--- config.mk ---
export PLATFORM = sky130hd
export DESIGN_NAME = fifo_dma_responder
export DESIGN_NICKNAME = d
export VERILOG_FILES = /design/src/rtl/fifo_dma_pkg.sv /design/src/rtl/fifo_dma_responder.sv
export SDC_FILE = /design/constraint.sdc
export NUM_CORES = 1
export LEC_CHECK = 0
export CORE_ASPECT_RATIO = 0.8
export CORE_UTILIZATION = 30
export CTS_BUF_LIST = sky130_fd_sc_hd__clkbuf_4 sky130_fd_sc_hd__clkbuf_8 sky130_fd_sc_hd__clkbuf_16
export DETAILED_ROUTE_END_ITERATION = 8
export PLACE_DENSITY = 0.71
export SETUP_SLACK_MARGIN = 0.4
export SLEW_MARGIN = 20
export SYNTH_ARGS = -nofsm -noshare
export SYNTH_HDL_FRONTEND = slang
export SYNTH_SLANG_ARGS = --single-unit
--- constraint.sdc ---
create_clock -name clk -period 1.7 [get_ports clk]
set_input_delay 0.34 -clock clk [delete_from_list [all_inputs] [get_ports clk]]
set_output_delay 0.34 -clock clk [all_outputs]
set_load 0.005 [all_outputs]
--- src/rtl/fifo_dma_pkg.sv ---
// fifo_dma_pkg: shared state/request types and burst-length limits for fifo_dma_responder
package fifo_dma_pkg;
  typedef enum logic [2:0] {S_IDLE, S_READ, S_WAIT_DATA, S_PUSH, S_ACK} resp_state_t;
  typedef enum logic [1:0] {REQ_NONE, REQ_SINGLE, REQ_BURST} req_kind_t;
  localparam int BURST_LEN_MIN = 2;
  localparam int BURST_LEN_MAX = 256;
  function automatic req_kind_t req_kind(input logic s, input logic b);
    return b ? REQ_BURST : s ? REQ_SINGLE : REQ_NONE;
  endfunction
endpackage

--- src/rtl/fifo_dma_responder.sv ---
// fifo_dma_responder: serves single/burst DMA requests by reading a FIFO port and streaming the words out
module fifo_dma_responder
  import fifo_dma_pkg::*;
#(
  parameter int                DATA_W      = 32,
  parameter int                ADDR_W      = 32,
  parameter logic [ADDR_W-1:0] PERIPH_ADDR = '0,
  parameter int                BURST_LEN   = 8,
  parameter int                CNT_W       = 16
) (
  input  logic              clk,
  input  logic              reset_n,
  input  logic              enable,
  input  logic              req_single,
  input  logic              req_burst,
  output logic              req_ack,
  output logic [ADDR_W-1:0] avm_address,
  output logic              avm_read,
  input  logic              avm_waitrequest,
  input  logic [DATA_W-1:0] avm_readdata,
  input  logic              avm_readdatavalid,
  output logic [DATA_W-1:0] src_data,
  output logic              src_valid,
  input  logic              src_ready,
  output logic              busy,
  output logic [CNT_W-1:0]  words_done
);
  if (BURST_LEN < BURST_LEN_MIN || BURST_LEN > BURST_LEN_MAX) begin : g_bad_len
    $error("BURST_LEN must be within 2..256");
  end
  localparam logic [8:0] BURST_REM = 9'(BURST_LEN);
  resp_state_t       state_q, state_d;
  req_kind_t         kind;
  logic [8:0]        rem_q, rem_d;
  logic [DATA_W-1:0] hold_q, hold_d;
  logic [CNT_W-1:0]  cnt_q, cnt_d;
  logic              read_q, read_d, valid_q, valid_d, ack_q, ack_d, busy_q, busy_d;
  always_comb begin
    kind    = req_kind(req_single, req_burst);
    state_d = state_q;
    rem_d   = rem_q;
    hold_d  = hold_q;
    cnt_d   = cnt_q;
    case (state_q)
      S_IDLE: if (enable && kind != REQ_NONE) begin
        state_d = S_READ;
        rem_d   = kind == REQ_BURST ? BURST_REM : 9'd1;
      end
      S_READ: state_d = avm_waitrequest ? S_READ : S_WAIT_DATA;
      S_WAIT_DATA: if (avm_readdatavalid) begin
        hold_d  = avm_readdata;
        state_d = S_PUSH;
      end
      S_PUSH: if (src_ready) begin
        cnt_d   = cnt_q + CNT_W'(1);
        rem_d   = rem_q - 9'd1;
        state_d = rem_q == 9'd1 ? S_ACK : S_READ;
      end
      S_ACK: state_d = (req_single | req_burst) ? S_ACK : S_IDLE;
      default: state_d = S_IDLE;
    endcase
    // outputs are registered copies of the next-state decode
    read_d  = state_d == S_READ;
    valid_d = state_d == S_PUSH;
    ack_d   = state_d == S_ACK;
    busy_d  = state_d != S_IDLE;
  end
  always_ff @(posedge clk or negedge reset_n) begin
    if (!reset_n) begin
      state_q <= S_IDLE;
      rem_q   <= '0;
      hold_q  <= '0;
      cnt_q   <= '0;
      read_q  <= 1'b0;
      valid_q <= 1'b0;
      ack_q   <= 1'b0;
      busy_q  <= 1'b0;
    end else begin
      state_q <= state_d;
      rem_q   <= rem_d;
      hold_q  <= hold_d;
      cnt_q   <= cnt_d;
      read_q  <= read_d;
      valid_q <= valid_d;
      ack_q   <= ack_d;
      busy_q  <= busy_d;
    end
  end
  assign avm_address = PERIPH_ADDR;
  assign avm_read    = read_q;
  assign src_valid   = valid_q;
  assign src_data    = hold_q;
  assign req_ack     = ack_q;
  assign busy        = busy_q;
  assign words_done  = cnt_q;
endmodule

---- Word-level counts from Yosys, hierarchy flattened ----
Index checks and enable logic that the tools add are counted.
cells by class
  add/sub/neg operators ................... 2
  equal/unequal tests ..................... 11
  multiplexer cells ....................... 13
  bitwise logic cells ..................... 1
  reduce and logical (&&, ||, !) cells .... 8
operators with widths
  cell                   count
  $mux 9                 2
  $pmux 9 s2             1
  $add 16x1->16 const B  1
  $mux 3                 5
  $pmux 3 s5             1
  $eq 3x2->1 const B     3
  $eq 9x1->1 const B     1
  $sub 9x1->9 const B    1
  $eq 3x1->1 const B     2
  $eq 3x3->1 const B     2
  $mux 2                 2
  $mux 4                 1
  $ne 2x2->1 const B     2
  $reduce_and 2->1       2
  $reduce_bool 2->1      2
  $logic_not 3->1        1
  $reduce_and 3->1       1
  $reduce_bool 3->1      1
  $eq 2x2->1 const B     1
  $logic_and 1x1->1      1
  $mux 1                 1
  $or 1x1->1             1
storage, ports and cells
  bits in registers ....................... 64
  bits of input ports ..................... 40
  output and inout port bits .............. 84

---- Longest topological paths before layout ----
  depth in word-level cells ............... 7
  mapped depth ............................ 6
  mapped depth without buffers ............ 5

---- Least setup slack after synthesis ----
Ideal clock, no wire load.
  kind .................................... reg-to-reg
  start point ............................. register rem_q[3]
  end point ............................... register busy_q (netlist: busy)
  setup time .............................. 0.138 ns
  arrival time ............................ 1.458 ns
  data required time ...................... 1.562 ns
  path slack .............................. 0.104 ns
  cell stages (with the launch flop) ...... 5
  buffers on the path ..................... 0
  clock period less this slack ............ 1.596 ns
  cell sequence ........................... dfrtp_1 -> nor3_2 -> and4b_4 -> nor2_1 -> or4b_1
on the way
  word-level cells in the longest chain between the ends .. 5
ends and longest elaborated chain
  element                 line                      text
  from (decl)             fifo_dma_responder.sv:34  logic [8:0] rem_q, rem_d;
  from (signal assigned)  fifo_dma_responder.sv:80  rem_q <= rem_d;
  $eq 9x1->1              fifo_dma_responder.sv:57  state_d = rem_q == 9'd1 ? S_ACK : S_READ;
  $mux 3                  fifo_dma_responder.sv:57
  $mux 3                  fifo_dma_responder.sv:54  S_PUSH: if (src_ready) begin
  $pmux 3 s5              fifo_dma_responder.sv:44  case (state_q)
  $reduce_bool 3->1       fifo_dma_responder.sv:66  busy_d = state_d != S_IDLE;
  net busy_d              fifo_dma_responder.sv:37  logic read_q, read_d, valid_q, valid_d, ack_q, ack_d, busy_q, busy_d;
  to (signal assigned)    fifo_dma_responder.sv:86  busy_q <= busy_d;
  to (decl)               fifo_dma_responder.sv:37
The timed path passes the listed nets, and every way through them passes these cells.
A chain may end at the register's enable or synchronous reset.

---- Worst setup path in the final report ----
  start point ............................. register rem_q[4]
  end point ............................... register busy_q (netlist: busy)
The elaborated chain is that of the path after synthesis.

==> impl_metrics.env <==
export IMPL_io_buffer_count=91
export IMPL_dp_cells=464
export IMPL_endpoint_kind="flop"
export IMPL_ff2ff_setup_slack_ps=110
export IMPL_postSynthAreaPerCell_sq_um=12.2
export IMPL_yosysSeqAreaShare=0.540
export IMPL_synth_warnings=0
export IMPL_overflow=0
export IMPL_clock_latency_ps=310
export IMPL_grt_use_met1=0.182
export IMPL_r2r_end="busy"
export IMPL_grt_max_degree=65
export IMPL_die_w_um=113
export IMPL_finalSetupViolCount=0
export IMPL_seq_area_sq_mm=0.00161
export IMPL_clkSinkCount=64
export IMPL_worst_endpoint_arrival_ps=1770
export IMPL_period_minus_slack_ps=1590
export IMPL_rsz0062_at_grt="yes"
export IMPL_ir_worst_vdd_v=0.000518
export IMPL_firstDrtPassIters=4
export IMPL_clkTransAtPathRegs_ps=50
export IMPL_setup_worst_path_start="rem_q[4]"
export IMPL_critPathKind="flop to flop"
export IMPL_fp_row_count=32
export IMPL_async_flop_share=1.00
export IMPL_p_leak_nw=2.44
export IMPL_busiest_layer="met2"
export IMPL_hp_class="input port to async pin"
export IMPL_worstReg2RegStart="rem_q[4]"
export IMPL_r2r_cells=4
export IMPL_synth_cells=243
export IMPL_grt_use_met3=0.0414
export IMPL_maxSlewViolCount=0
export IMPL_start_util=0.309
export IMPL_grt_pass1_wl_um=11600
export IMPL_cts_root_buf="clkbuf_16"
export IMPL_first_global_vias=2327
export IMPL_cp_endpoint="busy"
export IMPL_syn2layout_area_growth_pct=71.4
export IMPL_synth_seq_cells=64
export IMPL_die_height_um=90.9
export IMPL_htree_levels=3
export IMPL_cts_buffers=9
export IMPL_hold_viol=0
export IMPL_cts_tree="built"
export IMPL_powerDensity_mw_per_mm2=1520
export IMPL_wire_per_inst_um=14.0
export IMPL_synth_edf_count=0
export IMPL_cts_hold_buffers=0
export IMPL_drc_errors=0
export IMPL_finalWeightedCongestion=0.783
export IMPL_hpwl_um=4800
export IMPL_pre_cts_ws_ps=-243
export IMPL_instances_no_fill=541
export IMPL_design_die_area_sq_mm=0.0103
export IMPL_start_kind="flop"
export IMPL_fin_crit_sh=0.933
export IMPL_drv_cap=0
export IMPL_wirelength_um=7590
export IMPL_cp_max_fo=4
export IMPL_worst_endpoint_required_ps=1880
export IMPL_ant_nets=0
export IMPL_use_met2=0.244
export IMPL_ys_flop_type="dfrtp_1"
export IMPL_track_usage=0.146
export IMPL_dr_total_vias=2383
export IMPL_diodes=0
export IMPL_fin_skew_ps=6.13
export IMPL_multi_input_area_sq_mm=0.00146
export IMPL_fin_ws_ps=113
export IMPL_routed_via_density=4.40
export IMPL_nFillCells=793
export IMPL_fmax_mhz=630
export IMPL_drive_above_1_share=0.410
export IMPL_initialDrtViolationCount=70
export IMPL_synth_cell_types=40
export IMPL_io_pins=124
export IMPL_nets=461
export IMPL_syn_area_sq_mm=0.00297
export IMPL_clk_path_buf_depth=2
export IMPL_antenna_found_initial=0
export IMPL_status="finished clean"
export IMPL_coreArea_sq_mm=0.00961
export IMPL_finalPower_mw=7.74
[registers in the layout, summed over array words and instances (netlist names)]
| name | cells |
|---|---|
| src_data | 32 |
| state_q | 3 |
| req_ack | 1 |
| avm_read | 1 |
| src_valid | 1 |
| rem_q | 9 |
| busy | 1 |
| words_done | 16 |
[Yosys cell counts (2+ instances only)]
cell type | count | area (sq um)
dfrtp_1 | 64 | 1600
buf_4 | 34 | 255
mux2_2 | 31 | 349
nor2_1 | 18 | 67.6
nand3_1 | 11 | 55.1
nand2_1 | 10 | 37.5
xnor2_1 | 10 | 87.6
xor2_1 | 9 | 78.8
buf_2 | 5 | 25.0
nand4_1 | 4 | 25.0
nor3_1 | 4 | 20.0
o21ai_0 | 4 | 20.0
ha_1 | 3 | 37.5
nand2b_1 | 3 | 18.8
a21oi_1 | 2 | 10.0
a22o_1 | 2 | 17.5
and4_1 | 2 | 17.5
inv_1 | 2 | 7.51
nor4_2 | 2 | 25.0
nor4bb_1 | 2 | 20.0
o22ai_1 | 2 | 12.5
[cell families (layout without fill, tap and decap cells)]
| group | Yosys count | in the layout | synth area share |
|---|---|---|---|
| adders and majority gates | 3 | 3 | 0.0127 |
| other | 1 | 32 | 0.00126 |
| muxes | 32 | 32 | 0.121 |
| xor gates and xnor gates | 19 | 19 | 0.0561 |
| DFF | 64 | 64 | 0.540 |
| buffers and inverters | 42 | 190 | 0.0987 |
| and+or+nand+nor | 67 | 67 | 0.135 |
| AOI/OAI and AO/OA | 15 | 15 | 0.0346 |
[area by class of cell]
| cell class | count | area share |
|---|---|---|
| clock inverters | 5 | 0.00492 |
| inverters | 2 | 0.00148 |
| multi-input cells | 168 | 0.287 |
| repair buffers | 173 | 0.315 |
| flip-flops and latches | 64 | 0.316 |
| well taps | 119 | 0.0293 |
| clock buffers | 10 | 0.0458 |
[cell usage in the layout, fill, tap and decap left out, types with 2 or more instances in the layout]
| cell | count |
|---|---|
| xor2_1 | 9 |
| clkbuf_2 | 3 |
| dlygate4sd2_1 | 8 |
| nor2_4 | 6 |
| buf_6 | 14 |
| clkbuf_16 | 10 |
| o22ai_2 | 2 |
| conb_1 | 32 |
| o21ai_0 | 4 |
| and4_1 | 2 |
| nor2_2 | 2 |
| nand2b_4 | 2 |
| nor2_1 | 10 |
| nor3_2 | 4 |
| nand2_1 | 6 |
| buf_4 | 65 |
| mux2_4 | 30 |
| dfrtp_2 | 5 |
| clkdlybuf4s15_1 | 41 |
| mux2_2 | 2 |
| clkinv_2 | 5 |
| nand4_1 | 4 |
| a22o_1 | 2 |
| dfrtp_1 | 59 |
| nor4_4 | 2 |
| ha_2 | 2 |
| xnor2_1 | 9 |
| clkdlybuf4s50_1 | 35 |
| a21oi_1 | 2 |
| nand3_1 | 10 |
| buf_2 | 2 |
| nand2_2 | 3 |
| buf_12 | 3 |
[metrics by stage]
step                       util  setup TNS (ps)  cell area (sq um)  hold slack (ps)
after CTS                 0.501               0               4820             51.4
after global placement    0.437           -3510               4200              379
after detailed placement  0.437           -4360               4200              381
after global routing      0.529               0               5080             66.6
after floorplan               -               0               3300             44.4
final                     0.529               0               5080             31.0
[timing repair]
| action | in CTS | in global routing |
|---|---|---|
| pin swaps | 31 | 12 |
| resized for setup | 114 | 42 |
| gates cloned | 0 | 1 |
| setup buffers | 43 | 18 |
| endpoints found under the setup margin | 109 | 90 |
[report_power, final]
part	internal [mW]	switching [mW]	total, mW
clock	0.979	0.613	1.59
combinational	2.35	1.30	3.65
sequential	2.13	0.374	2.50
[per-layer routing]
metal | up-vias | share of wire
met5 | - | 0
met4 | 0 | 0.0087
met3 | 5 | 0.071
met2 | 101 | 0.48
met1 | 1141 | 0.44
li1 | 1136 | -
[worst max-delay path, cell delays in order (launching register included)]
cell and delay, ps:
dfrtp_1 390, nor3_2 210, and4b_4 300, nor2_1 50, or4b_1 500
[worst min-delay path by stage]
stage	to	slack (ps)
after global placement	src_data[1]	380
after CTS	src_data[2]	50
after floorplan	avm_read	40
final	src_data[1]	30
after detailed placement	src_data[2]	380
after global routing	src_data[1]	70
(Power assumes the default switching activity.)
